--- config.mk ---
export PLATFORM = sky130hd
export DESIGN_NAME = core_preempt_unit
export DESIGN_NICKNAME = d
export VERILOG_FILES = /design/src/rtl/core_preempt_unit.sv
export SDC_FILE = /design/constraint.sdc
export NUM_CORES = 1
export LEC_CHECK = 0
export ABC_AREA = 1
export BUFFER_PORTS_ARGS = -buffer_cell sky130_fd_sc_hd__buf_2
export CAP_MARGIN = 20
export CORE_MARGIN = 1.5
export CORE_UTILIZATION = 35
export DETAILED_ROUTE_END_ITERATION = 12
export GPL_TIMING_DRIVEN = 0
export PLACE_DENSITY = 0.7
export SETUP_SLACK_MARGIN = 0.15
export SYNTH_ARGS = -nofsm -noshare
export SYNTH_HDL_FRONTEND = slang
export SYNTH_SLANG_ARGS = --single-unit
--- constraint.sdc ---
create_clock -name clk_i -period 1.5 [get_ports clk_i]
set_input_delay 0.075 -clock clk_i [delete_from_list [all_inputs] [get_ports clk_i]]
set_output_delay 0.075 -clock clk_i [all_outputs]
set_load 0.02 [all_outputs]
--- src/rtl/core_preempt_unit.sv ---
// core_preempt_unit: services decoder preempt requests (load/store, memory-mapped
// stdin/stdout, jump redirect, halt). Holds busy_o while an access is outstanding.
module core_preempt_unit #(
  parameter logic [7:0] IO_ADDR = 8'hFF
) (
  input  logic        clk_i,
  input  logic        rst_i,
  input  logic        req_lsu_en_i,
  input  logic        req_lsu_wen_i,
  input  logic        req_lsu_kind_i,
  input  logic        req_jump_en_i,
  input  logic        req_jump_kind_i,
  input  logic        req_halt_i,
  input  logic [7:0]  addr_i,
  input  logic [3:0]  rd_idx_i,
  input  logic [15:0] rd_val_i,
  input  logic [15:0] rt_val_i,
  output logic        mem_req_o,
  output logic        mem_wen_o,
  output logic [7:0]  mem_addr_o,
  output logic [15:0] mem_wdata_o,
  input  logic        mem_gnt_i,
  input  logic        mem_rvalid_i,
  input  logic [15:0] mem_rdata_i,
  input  logic        stdin_valid_i,
  output logic        stdin_ready_o,
  input  logic [15:0] stdin_data_i,
  output logic        stdout_valid_o,
  input  logic        stdout_ready_i,
  output logic [15:0] stdout_data_o,
  output logic        wb_en_o,
  output logic [3:0]  wb_idx_o,
  output logic [15:0] wb_data_o,
  output logic        done_o,
  output logic        busy_o,
  output logic        redirect_o,
  output logic [7:0]  redirect_pc_o,
  output logic        halted_o
);

  // state      | meaning
  // S_IDLE     | accepting requests
  // S_MEM_REQ  | memory request held until granted
  // S_MEM_WAIT | load granted, waiting for read data
  // S_IO_IN    | waiting for a stdin word
  // S_IO_OUT   | offering a stdout word
  // S_WB       | one-cycle completion / write-back
  // S_HALTED   | halted until reset
  typedef enum logic [2:0] {
    S_IDLE, S_MEM_REQ, S_MEM_WAIT, S_IO_IN, S_IO_OUT, S_WB, S_HALTED
  } state_e;

  state_e      state_q, state_d;
  logic [7:0]  addr_q, addr_d;
  logic        wen_q, wen_d;
  logic [3:0]  idx_q, idx_d;
  logic [15:0] wdata_q, wdata_d;
  logic [15:0] rdata_q, rdata_d;
  logic        redirect_q, redirect_d;
  logic [7:0]  redirect_pc_q, redirect_pc_d;

  logic [7:0]  eff_addr;
  logic        rt_hi_unused;

  assign eff_addr     = req_lsu_kind_i ? addr_i : rt_val_i[7:0];
  // Only the low byte of R[t] forms an address.
  assign rt_hi_unused = ^rt_val_i[15:8];

  // State and operand registers.
  always_ff @(posedge clk_i) begin
    if (rst_i) begin
      state_q       <= S_IDLE;
      addr_q        <= '0;
      wen_q         <= 1'b0;
      idx_q         <= '0;
      wdata_q       <= '0;
      rdata_q       <= '0;
      redirect_q    <= 1'b0;
      redirect_pc_q <= '0;
    end else begin
      state_q       <= state_d;
      addr_q        <= addr_d;
      wen_q         <= wen_d;
      idx_q         <= idx_d;
      wdata_q       <= wdata_d;
      rdata_q       <= rdata_d;
      redirect_q    <= redirect_d;
      redirect_pc_q <= redirect_pc_d;
    end
  end

  // Next-state selection; halt outranks jump, jump outranks load/store.
  always_comb begin
    state_d = state_q;
    unique case (state_q)
      S_IDLE: begin
        if (req_halt_i) begin
          state_d = S_HALTED;
        end else if (req_jump_en_i) begin
          state_d = S_IDLE;
        end else if (req_lsu_en_i) begin
          if (eff_addr == IO_ADDR) state_d = req_lsu_wen_i ? S_IO_OUT : S_IO_IN;
          else                     state_d = S_MEM_REQ;
        end
      end
      S_MEM_REQ:  if (mem_gnt_i)      state_d = wen_q ? S_WB : S_MEM_WAIT;
      S_MEM_WAIT: if (mem_rvalid_i)   state_d = S_WB;
      S_IO_IN:    if (stdin_valid_i)  state_d = S_WB;
      S_IO_OUT:   if (stdout_ready_i) state_d = S_WB;
      S_WB:       state_d = S_IDLE;
      S_HALTED:   state_d = S_HALTED;
      default:    state_d = S_IDLE;
    endcase
  end

  // Operand capture at acceptance, read data capture at completion of the access.
  always_comb begin
    addr_d        = addr_q;
    wen_d         = wen_q;
    idx_d         = idx_q;
    wdata_d       = wdata_q;
    rdata_d       = rdata_q;
    redirect_d    = 1'b0;
    redirect_pc_d = redirect_pc_q;
    unique case (state_q)
      S_IDLE: begin
        if (!req_halt_i && req_jump_en_i) begin
          redirect_d    = 1'b1;
          redirect_pc_d = req_jump_kind_i ? addr_i : rd_val_i[7:0];
        end else if (!req_halt_i && req_lsu_en_i) begin
          addr_d  = eff_addr;
          wen_d   = req_lsu_wen_i;
          idx_d   = rd_idx_i;
          wdata_d = rd_val_i;
        end
      end
      S_MEM_WAIT: if (mem_rvalid_i)  rdata_d = mem_rdata_i;
      S_IO_IN:    if (stdin_valid_i) rdata_d = stdin_data_i;
      default: ;
    endcase
  end

  // Outputs decoded from the current state; data buses come straight from the latches.
  always_comb begin
    mem_req_o      = 1'b0;
    mem_wen_o      = 1'b0;
    stdin_ready_o  = 1'b0;
    stdout_valid_o = 1'b0;
    wb_en_o        = 1'b0;
    done_o         = 1'b0;
    busy_o         = 1'b1;
    halted_o       = 1'b0;
    unique case (state_q)
      S_IDLE:    busy_o = 1'b0;
      S_MEM_REQ: begin
        mem_req_o = 1'b1;
        mem_wen_o = wen_q;
      end
      S_MEM_WAIT: ;
      S_IO_IN:   stdin_ready_o  = 1'b1;
      S_IO_OUT:  stdout_valid_o = 1'b1;
      S_WB: begin
        done_o  = 1'b1;
        wb_en_o = !wen_q && (idx_q != 4'd0);
      end
      S_HALTED: begin
        busy_o   = 1'b0;
        halted_o = 1'b1;
      end
      default: busy_o = 1'b0;
    endcase
  end

  assign mem_addr_o    = addr_q;
  assign mem_wdata_o   = wdata_q;
  assign stdout_data_o = wdata_q;
  assign wb_idx_o      = idx_q;
  assign wb_data_o     = rdata_q;
  assign redirect_o    = redirect_q;
  assign redirect_pc_o = redirect_pc_q;

endmodule

==> results.json <==
{
  "die_area_sq_um": 8306,
  "path_cells": "inv_6 > nand2_4 > nor2_4 > nand2_4 > nor2_4 > inv_2 > nor2_4 > buf_8 > buf_12 > o21ai_1 > a21oi_1",
  "worst_ep_arrival_time_ns": 1.84,
  "grt_pass1_vias": 3129,
  "start_util_pct": 36.89,
  "syn_inst": 389,
  "syn-num-nets": 477,
  "rr_endpoint": "mem_wdata_o[0]",
  "synth_warnings": 0,
  "crit_slowest_cell": "dfxtp_4",
  "cts_made_buffers": 9,
  "synth.largest_area_cell": "dfxtp_1",
  "layout_commonest_cell": "buf_2",
  "diodes": 0,
  "syn_area_sq_um": 2719,
  "clock_path_buffers": 2,
  "syn_to_final_growth_pct": 81.82,
  "seqPwrFrac_pct": 29.3,
  "gr-total-overflow": 0,
  "power_density_nw_per_um2": 1349,
  "ys_seq_area_share_pct": 41.97,
  "grt_pass1_wl_mm": 14.55,
  "slew_headroom_pct": 60.07,
  "clock.fmax_mhz": 643.9,
  "fin_nets": 700,
  "vias_per_cell": 4.675,
  "p_int_mw": 4.201,
  "multi_input_area_sq_um": 1558,
  "cap_violations": 0,
  "holdPathEnd": "mem_wdata_o[7]",
  "hold_viol": 0,
  "violations": "setup timing",
  "ant_nets": 0,
  "clk_pin_slew_worst_paths_ns": 0.08,
  "finalSetupViolCount": 39,
  "globalplace.congestion": 0.8932,
  "dp_hpwl_mm": 6.294,
  "whs_path_depth": 3,
  "comb_power_share_pct": 44.9,
  "timing.rr.start": "state_q[1]",
  "ir_worst_vdd_uv": 561.0,
  "rrSetupSlack_ns": -0.05,
  "port_buffers": 154,
  "n_fill_cell": 622,
  "hp-class": "in -> reg",
  "final_area_sq_um": 4943,
  "drv_slew": 0,
  "cts_root_buffer": "clkbuf_8",
  "yosysTopAreaCellShare_pct": 41.97,
  "insertion_delay_ns": 0.35,
  "antenna_found_initial": 0,
  "die_y_microns": 91.14,
  "rr_worst_depth": 11,
  "fin_skew_ns": 0.01351,
  "tritoncts": "done",
  "final_cell_mix": "147 x buf_2, 84 x nand2_1, 54 x dfxtp_1",
  "critPathMostFrequentCell": "nor2_4",
  "layout_min_cycle_time_ns": 1.553,
  "core_sq_um": 7370,
  "critPathCaptureType": "flip-flop",
  "ctsHtreeMaxLevel": 3,
  "fp-row-count": 31,
  "wl_mm": 9.891,
  "gr-usage-all-layers_pct": 21.97,
  "post-place-ws_ns": -0.3405,
  "syn-mean-instance-area_sq_um": 6.989,
  "cts_sinks": 57,
  "critPathMaxFanout": 7,
  "netSwitchingFraction_pct": 36.98,
  "fin_ws_ns": -0.05303,
  "pin_count": 165,
  "switchingPower_mw": 2.465,
  "crit_family": "simple AND/OR/NAND/NOR gates",
  "crit_path_max_incr_delay_ns": 0.36,
  "rsz0062_at_grt": "yes",
  "dr.pass1.iters": 4,
  "outcome": "complete, but fails checks",
  "synthDistinctLibCells": 22,
  "drt-initial-drc-count": 110,
  "layout.area.seq_sq_um": 1150,
  "drc": 0,
  "tightest_slew_ns": 0.5990,
  "fp.dieW_microns": 91.14,
  "drt-wirelength-per-cell_microns": 13.81,
  "drive_gt1_share_pct": 52.67,
  "critical_path_class": "reg -> reg",
  "placed_area_sq_um": 3664,
  "p_leak_nw": 2.462,
  "worstPathRequired_ns": 1.79,
  "p_clk_share_pct": 25.8,
  "path_buf_inv": 4,
  "start_kind": "flip-flop",
  "vias": 3347,
  "synth_area_leaders": "dfxtp_1 42%, nand2_1 13%, a21oi_1 11%",
  "fin_crit_sh_pct": 103.5,
  "hp-start": "rd_val_i[7]",
  "synth-seq-cells": 57,
  "grt_max_degree": 12,
  "power_mw": 6.667
}
## cell usage after synthesis (all sizes together)
library cell   n
o21ai         31
nand2         94
nand3          1
or2            1
nor3           3
clkbuf        12
buf           26
a21oi         69
nor4           4
inv           25
nand4          2
nor2          64
dfxtp         57
## final cells by class
type | count | share of cell area (%)
buffer | 38 | 6.530
timing repair buffer | 212 | 29.28
inverter | 25 | 2.101
clock inverter | 6 | 1.797
tap | 99 | 2.506
multi-input combinational | 269 | 31.51
sequential | 57 | 23.26
clock buffer | 10 | 3.012
## worst min-delay path: cells and delay by family
family          cells  cell delay [ns]
compound gates      1             0.06
buf+inv             2             0.19
## sequential cells by signal, summed over array words and instances (netlist names)
name and count:
wb_idx_o 4, mem_wdata_o 16, state_q 3, redirect_pc_o 8, redirect_o 1, wb_data_o 16, wen_q 1, mem_addr_o 8
## how the worst max path moves through the flow
stage / start / to / depth (start not counted)
floorplan: state_q[2] / wb_data_o[6] / 10
global placement: state_q[2] / wb_data_o[14] / 10
detailed placement: state_q[2] / wb_data_o[6] / 10
CTS: state_q[2] / stdin_ready_o / 6
global route: state_q[1] / mem_wdata_o[0] / 11
finish: state_q[1] / mem_wdata_o[0] / 11
## layer usage
layer | vias up | global-route usage (%) | wire (microns)
met5 | - | 0 | 0
met2 | 97 | 38.68 | 5105
li1 | 1687 | - | -
met1 | 1550 | 26.07 | 4210
met3 | 13 | 4.439 | 428
met4 | 0 | 8.333 | 147
## metrics by stage
stage               TNS [ns]  hold WS, ns  utilization (%)  instances
floorplan            -0.6741       0.2099                -        389
CTS                 -0.03263      0.01678            62.78        704
global route          -5.471      0.02925            67.08        716
global placement      -10.12       0.2978            49.71        642
finish                -1.073      0.01801            67.08        716
detailed placement    -12.49       0.3014            49.71        642
## power by group through the flow
stage	logic, mW	clock network [mW]	registers, mW
after floorplan	1.07	0	2.22
after global routing	3.20	1.79	1.98
after CTS	2.56	1.73	1.93
after global placement	1.91	0	1.95
after detailed placement	1.94	0	1.96
final	2.99	1.72	1.95
## what timing repair did
action	4_1_cts	5_1_grt
setup endpoints to repair	62	64
pin swaps	28	9
buffers inserted	23	12
endpoints found under the hold margin	19	0
gates cloned	4	0
gates resized for setup	78	68
hold buffers	19	0
## cell families (layout without fill, tap and decap cells)
group | after synthesis | after routing | synth area share [%]
AND/OR/NAND/NOR | 169 | 169 | 25.40
flip-flops | 57 | 57 | 41.97
buffers and inverters | 63 | 291 | 12.98
AO/OA/AOI/OAI | 100 | 100 | 19.65
No activity file was read; power rests on OpenSTA's default activity.
